**src/rtl/fsm_proc_pkg.sv**
```systemverilog
// Shared encodings for the FSM processor control path.
// Sequencer top states and default phase names.
package fsm_proc_pkg;

  typedef enum logic [1:0] {
    SEQ_IDLE   = 2'd0,
    SEQ_RUN    = 2'd1,
    SEQ_HALTED = 2'd2
  } seq_state_e;

  localparam int PH_FETCH  = 0;
  localparam int PH_DECODE = 1;
  localparam int PH_EXEC   = 2;
  localparam int PH_WB     = 3;

endpackage

```
**src/rtl/phase_sequencer_if.sv**
```systemverilog
// Control/status bundle between the decoder and the phase sequencer.
// master drives requests, slave is the sequencer.
interface phase_sequencer_if #(
  parameter int NUM_PHASES = 4,
  parameter int COUNT_W    = 16
);
  localparam int IDX_W = $clog2(NUM_PHASES);

  logic                  start;
  logic                  stall;
  logic                  halt_req;
  logic [NUM_PHASES-1:0] skip;
  logic [NUM_PHASES-1:0] phase_onehot;
  logic [IDX_W-1:0]      phase_idx;
  logic                  instr_done;
  logic [COUNT_W-1:0]    instr_count;
  logic                  busy;
  logic                  halted;

  modport master (
    output start, stall, halt_req, skip,
    input  phase_onehot, phase_idx,
    input  instr_done, instr_count,
    input  busy, halted
  );

  modport slave (
    input  start, stall, halt_req, skip,
    output phase_onehot, phase_idx,
    output instr_done, instr_count,
    output busy, halted
  );

endinterface

```
**src/rtl/phase_sequencer_next_sel.sv**
```systemverilog
// Masked priority search: lowest unskipped phase above the current one.
// wrap=1 when no such phase exists; nxt then points at phase 0.
module phase_next_sel #(
  parameter int NUM_PHASES = 4
) (
  input  logic [NUM_PHASES-1:0] cur,
  input  logic [NUM_PHASES-1:0] skip,
  output logic [NUM_PHASES-1:0] nxt,
  output logic                  wrap
);

  logic seen;

  always_comb begin
    nxt  = '0;
    wrap = 1'b1;
    seen = 1'b0;
    for (int i = 0; i < NUM_PHASES; i++) begin
      if (wrap && seen && !skip[i]) begin
        nxt[i] = 1'b1;
        wrap   = 1'b0;
      end
      seen = seen | cur[i];
    end
    if (wrap) nxt = NUM_PHASES'(1);
  end

endmodule

```
**src/rtl/phase_sequencer.sv**
```systemverilog
// Instruction-phase sequencer: one-hot phase stepping with skip,
// stall, start/halt control and a retired-instruction counter.
module phase_sequencer
  import fsm_proc_pkg::*;
#(
  parameter int NUM_PHASES = 4,
  parameter int COUNT_W    = 16
) (
  input logic clk,
  input logic rst,
  phase_sequencer_if.slave bus
);

  localparam int IDX_W = $clog2(NUM_PHASES);
  localparam logic [NUM_PHASES-1:0] PH0 =
    NUM_PHASES'(1) << PH_FETCH;

  seq_state_e            state_q, state_d;
  logic [NUM_PHASES-1:0] phase_q, phase_d;
  logic [IDX_W-1:0]      idx_q, idx_d;
  logic                  done_q, done_d;
  logic [COUNT_W-1:0]    count_q, count_d;
  logic                  pend_q, pend_d;
  logic                  busy_q, halted_q;

  logic [NUM_PHASES-1:0] nxt;
  logic                  wrap;

  phase_next_sel #(
    .NUM_PHASES(NUM_PHASES)
  ) u_next (
    .cur  (phase_q),
    .skip (bus.skip),
    .nxt  (nxt),
    .wrap (wrap)
  );

  always_comb begin
    state_d = state_q;
    phase_d = phase_q;
    done_d  = 1'b0;
    count_d = count_q;
    pend_d  = pend_q;
    unique case (state_q)
      SEQ_IDLE, SEQ_HALTED: begin
        if (bus.start) begin
          state_d = SEQ_RUN;
          phase_d = PH0;
        end
      end
      SEQ_RUN: begin
        pend_d = pend_q | bus.halt_req;
        if (!bus.stall) begin
          if (wrap) begin
            done_d  = 1'b1;
            count_d = count_q + COUNT_W'(1);
            if (pend_q | bus.halt_req) begin
              state_d = SEQ_HALTED;
              phase_d = '0;
              pend_d  = 1'b0;
            end else begin
              phase_d = PH0;
            end
          end else begin
            phase_d = nxt;
          end
        end
      end
      default: begin
        state_d = SEQ_IDLE;
        phase_d = '0;
        pend_d  = 1'b0;
      end
    endcase
  end

  // Index is registered alongside the phase so both change together.
  always_comb begin
    idx_d = '0;
    for (int i = 0; i < NUM_PHASES; i++) begin
      if (phase_d[i]) idx_d = IDX_W'(i);
    end
  end

  always_ff @(posedge clk or posedge rst) begin
    if (rst) begin
      state_q  <= SEQ_IDLE;
      phase_q  <= '0;
      idx_q    <= '0;
      done_q   <= 1'b0;
      count_q  <= '0;
      pend_q   <= 1'b0;
      busy_q   <= 1'b0;
      halted_q <= 1'b0;
    end else begin
      state_q  <= state_d;
      phase_q  <= phase_d;
      idx_q    <= idx_d;
      done_q   <= done_d;
      count_q  <= count_d;
      pend_q   <= pend_d;
      busy_q   <= (state_d == SEQ_RUN);
      halted_q <= (state_d == SEQ_HALTED);
    end
  end

  assign bus.phase_onehot = phase_q;
  assign bus.phase_idx    = idx_q;
  assign bus.instr_done   = done_q;
  assign bus.instr_count  = count_q;
  assign bus.busy         = busy_q;
  assign bus.halted       = halted_q;

endmodule
```
**src/flat_wrapper.sv**
```systemverilog
// flat-port wrapper written by rule: the top's interface ports become plain ports
module phase_sequencer_flat import fsm_proc_pkg::*;
#(
  parameter int NUM_PHASES = 4,
  parameter int COUNT_W    = 16
)
  (clk, rst, bus_start, bus_stall, bus_halt_req, bus_skip, bus_phase_onehot, bus_phase_idx, bus_instr_done, bus_instr_count, bus_busy, bus_halted);
  phase_sequencer_if #(.NUM_PHASES(NUM_PHASES), .COUNT_W(COUNT_W)) bus_i ();
  input logic clk;
  input logic rst;
  input wire logic [$bits(bus_i.start)-1:0] bus_start;
  input wire logic [$bits(bus_i.stall)-1:0] bus_stall;
  input wire logic [$bits(bus_i.halt_req)-1:0] bus_halt_req;
  input wire logic [$bits(bus_i.skip)-1:0] bus_skip;
  output wire logic [$bits(bus_i.phase_onehot)-1:0] bus_phase_onehot;
  output wire logic [$bits(bus_i.phase_idx)-1:0] bus_phase_idx;
  output wire logic [$bits(bus_i.instr_done)-1:0] bus_instr_done;
  output wire logic [$bits(bus_i.instr_count)-1:0] bus_instr_count;
  output wire logic [$bits(bus_i.busy)-1:0] bus_busy;
  output wire logic [$bits(bus_i.halted)-1:0] bus_halted;
  assign bus_i.start = bus_start;
  assign bus_i.stall = bus_stall;
  assign bus_i.halt_req = bus_halt_req;
  assign bus_i.skip = bus_skip;
  assign bus_phase_onehot = bus_i.phase_onehot;
  assign bus_phase_idx = bus_i.phase_idx;
  assign bus_instr_done = bus_i.instr_done;
  assign bus_instr_count = bus_i.instr_count;
  assign bus_busy = bus_i.busy;
  assign bus_halted = bus_i.halted;
  phase_sequencer #(.NUM_PHASES(NUM_PHASES), .COUNT_W(COUNT_W)) u_core (.clk(clk), .rst(rst), .bus(bus_i));
endmodule
```
**config.mk**
```make
export PLATFORM = sky130hd
export DESIGN_NAME = phase_sequencer_flat
export DESIGN_NICKNAME = d
export VERILOG_FILES = /design/src/rtl/fsm_proc_pkg.sv /design/src/rtl/phase_sequencer_if.sv /design/src/rtl/phase_sequencer_next_sel.sv /design/src/rtl/phase_sequencer.sv /design/src/flat_wrapper.sv
export SDC_FILE = /design/constraint.sdc
export NUM_CORES = 1
export LEC_CHECK = 0
export CAP_MARGIN = 30
export CORE_MARGIN = 5
export CORE_UTILIZATION = 45
export CTS_CLUSTER_DIAMETER = 30
export DETAILED_ROUTE_END_ITERATION = 10
export PLACE_DENSITY = 0.85
export REMOVE_ABC_BUFFERS = 1
export SLEW_MARGIN = 10
export SYNTH_ARGS = -nofsm -noshare
export SYNTH_HDL_FRONTEND = slang
export SYNTH_SLANG_ARGS = --single-unit
```
**constraint.sdc**
```tcl
create_clock -name clk -period 1.8 [get_ports clk]
set_clock_uncertainty 0.05 [all_clocks]
set_input_delay 0.36 -clock clk [delete_from_list [all_inputs] [get_ports clk]]
set_output_delay 0.36 -clock clk [all_outputs]
set_load 0.02 [all_outputs]
```
==> results of run 1 <==
placed cells by master (no fill, tap or decap), drive strengths merged:
master / n
buf: 15
mux2i: 1
o22ai: 2
nor2b: 2
o211ai: 1
nand3: 5
a22o: 1
and2: 2
a21boi: 1
and4: 1
nor3: 3
a21oi: 4
xor2: 2
nand2: 7
o21ai: 3
nor3b: 2
clkdlybuf4s50: 13
xnor2: 13
and3: 2
nand2b: 2
a32oi: 1
dlygate4sd2: 16
a211o: 1
ha: 1
a22oi: 1
a221o: 1
mux2: 1
nor2: 5
inv: 8
clkbuf: 4
dlymetal6s2s: 3
nor4: 1
nand4: 6
dfrtp: 28
a31o: 2
and2b: 1
area by class of cell:
class                      count  area (um2)  share of cell area
clock buffer                   4       36.28             0.01957
inverter                       8       30.03             0.01619
multi-input combinational     75       596.8              0.3219
sequential                    28       704.4              0.3799
tap                           33       41.29             0.02227
timing repair buffer          47       445.4              0.2402
power breakdown:
group | switching, mW | internal (mW)
Sequential | 0.179 | 0.790
Clock | 0.177 | 0.124
Combinational | 0.564 | 0.528
through the flow:
| step | cell area (um2) | setup TNS, ns | worst slack [ns] | utilization |
|---|---|---|---|---|
| global placement | 1779 | -2.780 | -0.1950 | 0.5975 |
| finish | 1854 | 0 | 0.07621 | 0.6227 |
| global route | 1854 | 0 | 0.01648 | 0.6227 |
| CTS | 1799 | 0 | 0.01680 | 0.6042 |
| floorplan | 1328 | 0 | 0.1320 | - |
| detailed placement | 1779 | -4.408 | -0.2703 | 0.5975 |
per-layer routing:
layer,up-vias,GRT usage,share of wire
li1,493,-,-
met1,513,0.1812,0.41
met2,27,0.2925,0.54
met3,4,0.02426,0.040
met4,0,0.05805,0.0098
met5,-,0,0
worst register-to-register path: cells and delay by family (launching register included):
| family | cells | cell delay [ns] |
|---|---|---|
| DFF | 1 | 0.45 |
| and+or+nand+nor | 3 | 0.72 |
| muxes | 1 | 0.37 |
logic make-up (layout without fill, tap and decap cells):
family	after synthesis	count (layout)
simple gates	39	39
mux	2	2
compound gates	18	18
fa+ha+maj	1	1
buf+inv	11	59
xor+xnor	15	15
flops	28	28
what timing repair did:
action                     CTS  global route
resized for setup           19             3
setup endpoints to repair   16             4
setup buffers                0             3
worst min-delay path by stage:
stage / start / endpoint / slack, ns / cells after the start
final: rst / u_core.bus.instr_count[6] / 0.34 / 3
after floorplan: rst / u_core.bus.busy / 0.38 / 1
after CTS: rst / u_core.bus.phase_onehot[1] / 0.33 / 3
after detailed placement: u_core.bus.instr_count[15] / u_core.bus.instr_count[15] / 0.43 / 1
after global routing: rst / u_core.bus.instr_count[13] / 0.36 / 3
after global placement: u_core.bus.instr_count[15] / u_core.bus.instr_count[15] / 0.41 / 1
cell usage after synthesis, types with 2 or more instances:
| cell type | n |
|---|---|
| xor2_1 | 2 |
| and2_1 | 2 |
| nor3_1 | 2 |
| nand2_1 | 7 |
| dfrtp_1 | 28 |
| nor2b_1 | 2 |
| a21oi_1 | 3 |
| nand3_2 | 2 |
| xnor2_1 | 11 |
| nand3_1 | 3 |
| a31o_1 | 2 |
| nor2_1 | 5 |
| o22ai_1 | 2 |
| o21ai_1 | 3 |
| xnor2_2 | 2 |
| nand4_4 | 2 |
| inv_1 | 7 |
| and3_1 | 2 |
| nand4_1 | 4 |
registers in the layout (all words and copies together) (netlist names):
signal and cells:
u_core.bus.busy 1, u_core.bus.halted 1, u_core.bus.instr_count 16, u_core.bus.instr_done 1, u_core.bus.phase_idx 2, u_core.bus.phase_onehot 4, u_core.pend_q 1, u_core.state_q 2
==> impl_results.md, run 1 <==
- Asr flop ratio synth: 1.000
- Max Freq: 580.1 MHz
- P&R area growth vs syn: 36.46%
- Inserted Clock Buffers: 3
- Total wire length: 3154 um
- Share of cells above drive strength 1: 0.2222
- Worst hold slack: 0.3356 ns
- Worst-Skew Late Latency: 0.32 ns
- Post-synth EDFFs: 0
- RD Place Congestion: 0.8548
- Post-Synth Simple-Gate Area: 0.2099
- Initial drt markers: 29
- Reg-to-Reg Start: u_core.state_q[1]
- Yosys warns: 0
- Post-route clock period utilization: 0.9577
- Final Power: 2.362 mW
- Maxcap violations: 0
- Vias: 1,037
- CP Launch Point: u_core.bus.phase_onehot[3]
- Slowest-stage cell, CP: clkdlybuf4s50_1
- ANT nets after route: 0
- IO buf count: 32
- Vias in the first global route: 1,131
- Flops & latches, synth: 28
- Register area share after synthesis: 0.5157
- Finished Layout Cells: 195
- Mux contribution to synthesized area: 0.01565
- Mapped Cells: 114
- Worst R2R End: u_core.bus.instr_count[1]
- WL/cell: 16.17 um
- Slew Limit Fails: 0
- Die W: 64.95 um
- R2r worst-path depth: 4
- GRT overflow: 0
- Bufs on Longest Clock Path: 2
- Final Critical Period: 1.724 ns
- Dominant synthesized flop cell: dfrtp_1
- Initial antenna violation count: 0
- HPWL Detailed: 2337 um
- Compound-Gate Fraction of Synth Area: 0.09669
- Fill cells: 249
- Top cell type by total area after synthesis: dfrtp_1
- Pleak: 0.9519 nW
- Critical path's top delay family: buffers and inverters
- Cell area power density: 1274 nW/um2
- Critical Path Start Type: flop
- CTS H-tree depth: 1
- CTS tree: built
- CP arrival: 1.31 ns
- Worst rel slew slack: 0.7277
- First-pass GRT wire length: 5188 um
- Mapped cell area: 1359 um2
- Initial Util: 0.4563
- Data required, critical path: 1.39 ns
- Drt pass-1 iters: 4
- Core area: 2978 um2
- CP Max Fanout: 2
- Run status: completed
- Clock slew at reported path FFs: 0.15 ns
- Crit path buf inv count: 1
- CP Capture Type: output port
- Syn avg cell area: 11.92 um2
- Worst hold path class: in -> async
- Max stage delay on crit path: 0.61 ns
- Worst path cell trace: clkdlybuf4s50_1
- Row cnt: 20
- Final Hold Fails: 0
- Cell count along the critical path: 1
- Finish-stage setup viols: 0
- Placed Cells incl. Taps: 188
- CTS Hold Bufs: 0
- CTS root buf: clkbuf_4
- RSZ-0062 raised after global routing: false
- IO Count: 34
- Clock Sinks: 28
- N_diodes: 0
- Setup Crit Path Kind: reg -> out
- Worst vdd ir: 0.0009059 V
- Top cells by area, synth: dfrtp_1 (52%), xnor2_1 (7.1%), nand4_4 (3.1%)
- Die ar.: 4219 um2
- Worst Tran Pin Value: 0.4070 ns
- Post-Synth XOR/XNOR Area: 0.1077
- R2R Setup Slk: 0.10 ns
- Vias per cell: 5.318
- Die Span Y: 64.95 um
- Synth Area in Adders: 0.009208
- Layout net count: 173
- Largest family of logic cells by synthesized area: simple AND/OR/NAND/NOR gates
- End of the critical path: bus_phase_onehot[3]
- Synth top area share: 0.5157
- Drt drc: 0
- GRT Util Overall: 0.1580
- Largest net degree at the start of global routing: 29
- Post-synth cell types: 42
Note: power is estimated with default switching activity, not from simulation.
==> run 2: changes to the inputs <==
--- a/config.mk
+++ b/config.mk
@@ -10,7 +10,8 @@
 export CORE_UTILIZATION = 45
 export CTS_CLUSTER_DIAMETER = 30
 export DETAILED_ROUTE_END_ITERATION = 10
-export PLACE_DENSITY = 0.85
+export DONT_BUFFER_PORTS = 1
+export PLACE_DENSITY = 0.71
 export REMOVE_ABC_BUFFERS = 1
 export SLEW_MARGIN = 10
 export SYNTH_ARGS = -nofsm -noshare
==> run 2 against run 1 <==
Setup slack worse by 0.0039 ns. Global-route usage down 2.2 points. Utilization down 11 points. Design area down 18%. Highest routed layer unchanged.
==> impl_results.md, run 2 (synthesis results as in run 1) <==
- Drt pass-1 iters: 4
- P&R area growth vs syn: 11.97%
- Setup WS pre-CTS: 0.08306 ns
- GRT overflow: 0
- CTS tree: built
- TNS Setup: 0 ns
- Vias: 911
- Met1 Use GR: 0.1448
- First-pass GRT wire length: 4395 um
- Clock Sinks: 28
- Die ar.: 4219 um2
- Worst Tran Pin Value: 0.3506 ns
- IO buf count: 0
- Final Hold Fails: 0
- Largest net degree at the start of global routing: 29
- Final Critical Period: 1.728 ns
- Die Span Y: 64.95 um
- Core area: 2978 um2
- RD Place Congestion: 0.8552
- Total wire length: 2646 um
- ANT nets after route: 0
- Layout net count: 143
- Worst-Skew Late Latency: 0.32 ns
- Worst vdd ir: 0.0007600 V
- CP Capture Type: flop
- Cell area power density: 1346 nW/um2
- Share of cells above drive strength 1: 0.2519
- Slew Limit Fails: 0
- Critical Path Start Type: flop
- RSZ-0062 raised after global routing: false
- Drt drc: 0
- Pleak: 0.7209 nW
- Clock slew at reported path FFs: 0.14 ns
- R2r worst-path depth: 4
- Met3 GRT Util: 0.05893
- CP Max Fanout: 11
- N_diodes: 0
- Met2 track demand over resource: 0.2350
- Finish-stage setup viols: 0
- Data required, critical path: 1.97 ns
- Vias per cell: 5.555
- Setup Crit Path Kind: reg -> reg
- Fill cells: 280
- Hold depth: 2
- Maxcap violations: 0
- WL/cell: 16.13 um
- IO Count: 34
- Vias in the first global route: 949
- Initial antenna violation count: 0
- CTS root buf: clkbuf_4
- Bufs on Longest Clock Path: 2
- Post-route clock period utilization: 0.9598
- Worst rel slew slack: 0.7663
- Row cnt: 20
- Initial drt markers: 24
- Commonest non-fill, non-tap cell in the layout: dfrtp_1
- Most frequent cells in the layout: dfrtp_1 (28), buf_4 (16), xnor2_1 (11), nand2_1 (7), inv_1 (7)
- Grt peak-use layer: met2
- CTS H-tree depth: 1
- Worst setup margin: 0.07234 ns
- Max Freq: 578.8 MHz
- CP arrival: 1.90 ns
- HPWL Detailed: 2122 um
- Die W: 64.95 um
- GRT Util Overall: 0.1362
- Largest register FFs: 16
- Worst hold path class: in -> reg
- Inserted Clock Buffers: 3
- Initial Util: 0.4563
- Run status: completed
run 2: routing by layer:
layer | up-vias | part of all wire
met5 | - | 0
met4 | 0 | 0.012
met3 | 4 | 0.10
met2 | 34 | 0.50
met1 | 443 | 0.38
li1 | 430 | -
run 2: final cells by class:
class	instances	area, um2	area share
Sequential cell	28	700.7	0.4605
Multi-Input combinational cell	75	596.8	0.3923
Timing Repair Buffer	17	130.1	0.08553
Tap cell	33	41.29	0.02714
Inverter	8	30.03	0.01974
Clock buffer	3	22.52	0.01480
run 2: final timing paths:
path                                   startpoint                         to  slack (ns)
worst max-delay path            u_core.state_q[1]  u_core.bus.instr_count[1]        0.07
worst min-delay path                    bus_start          u_core.state_q[0]        0.18
worst max register to register  u_core.state_q[1]  u_core.bus.instr_count[1]        0.07
worst min register to register      u_core.pend_q              u_core.pend_q        0.52
max in group asynchronous                     rst  u_core.bus.instr_count[4]        0.96
min in group asynchronous                     rst          u_core.state_q[0]        0.47
run 2: metrics by stage:
stage	hold WS, ns	power, mW	utilization	area, um2	std cells
after floorplan	0.3754	1.552	-	1328	111
after global placement	0.2886	1.787	0.5000	1489	160
after detailed placement	0.2995	1.824	0.5000	1489	160
after CTS	0.1623	2.076	0.5109	1521	164
after global routing	0.1722	2.193	0.5109	1521	164
final	0.1777	2.048	0.5109	1521	164
run 2: repair_timing:
action,CTS,global route
buffers inserted,0,0
hold endpoints to repair,28,0
hold buffers,1,0
resized for setup,0,0
run 2: report_power, final:
part / switching (mW) / internal (mW) / total (mW)
registers: 0.191 / 0.789 / 0.980
logic: 0.470 / 0.350 / 0.820
clock network: 0.170 / 0.0784 / 0.248
total: 0.831 / 1.22 / 2.05
run 2: worst max-delay path, cell delays in order (launching register included):
cell and delay [ns]:
dfrtp_1 0.44, nand2b_4 0.18, nor4_4 0.30, and2b_4 0.32
mux2_1 0.34
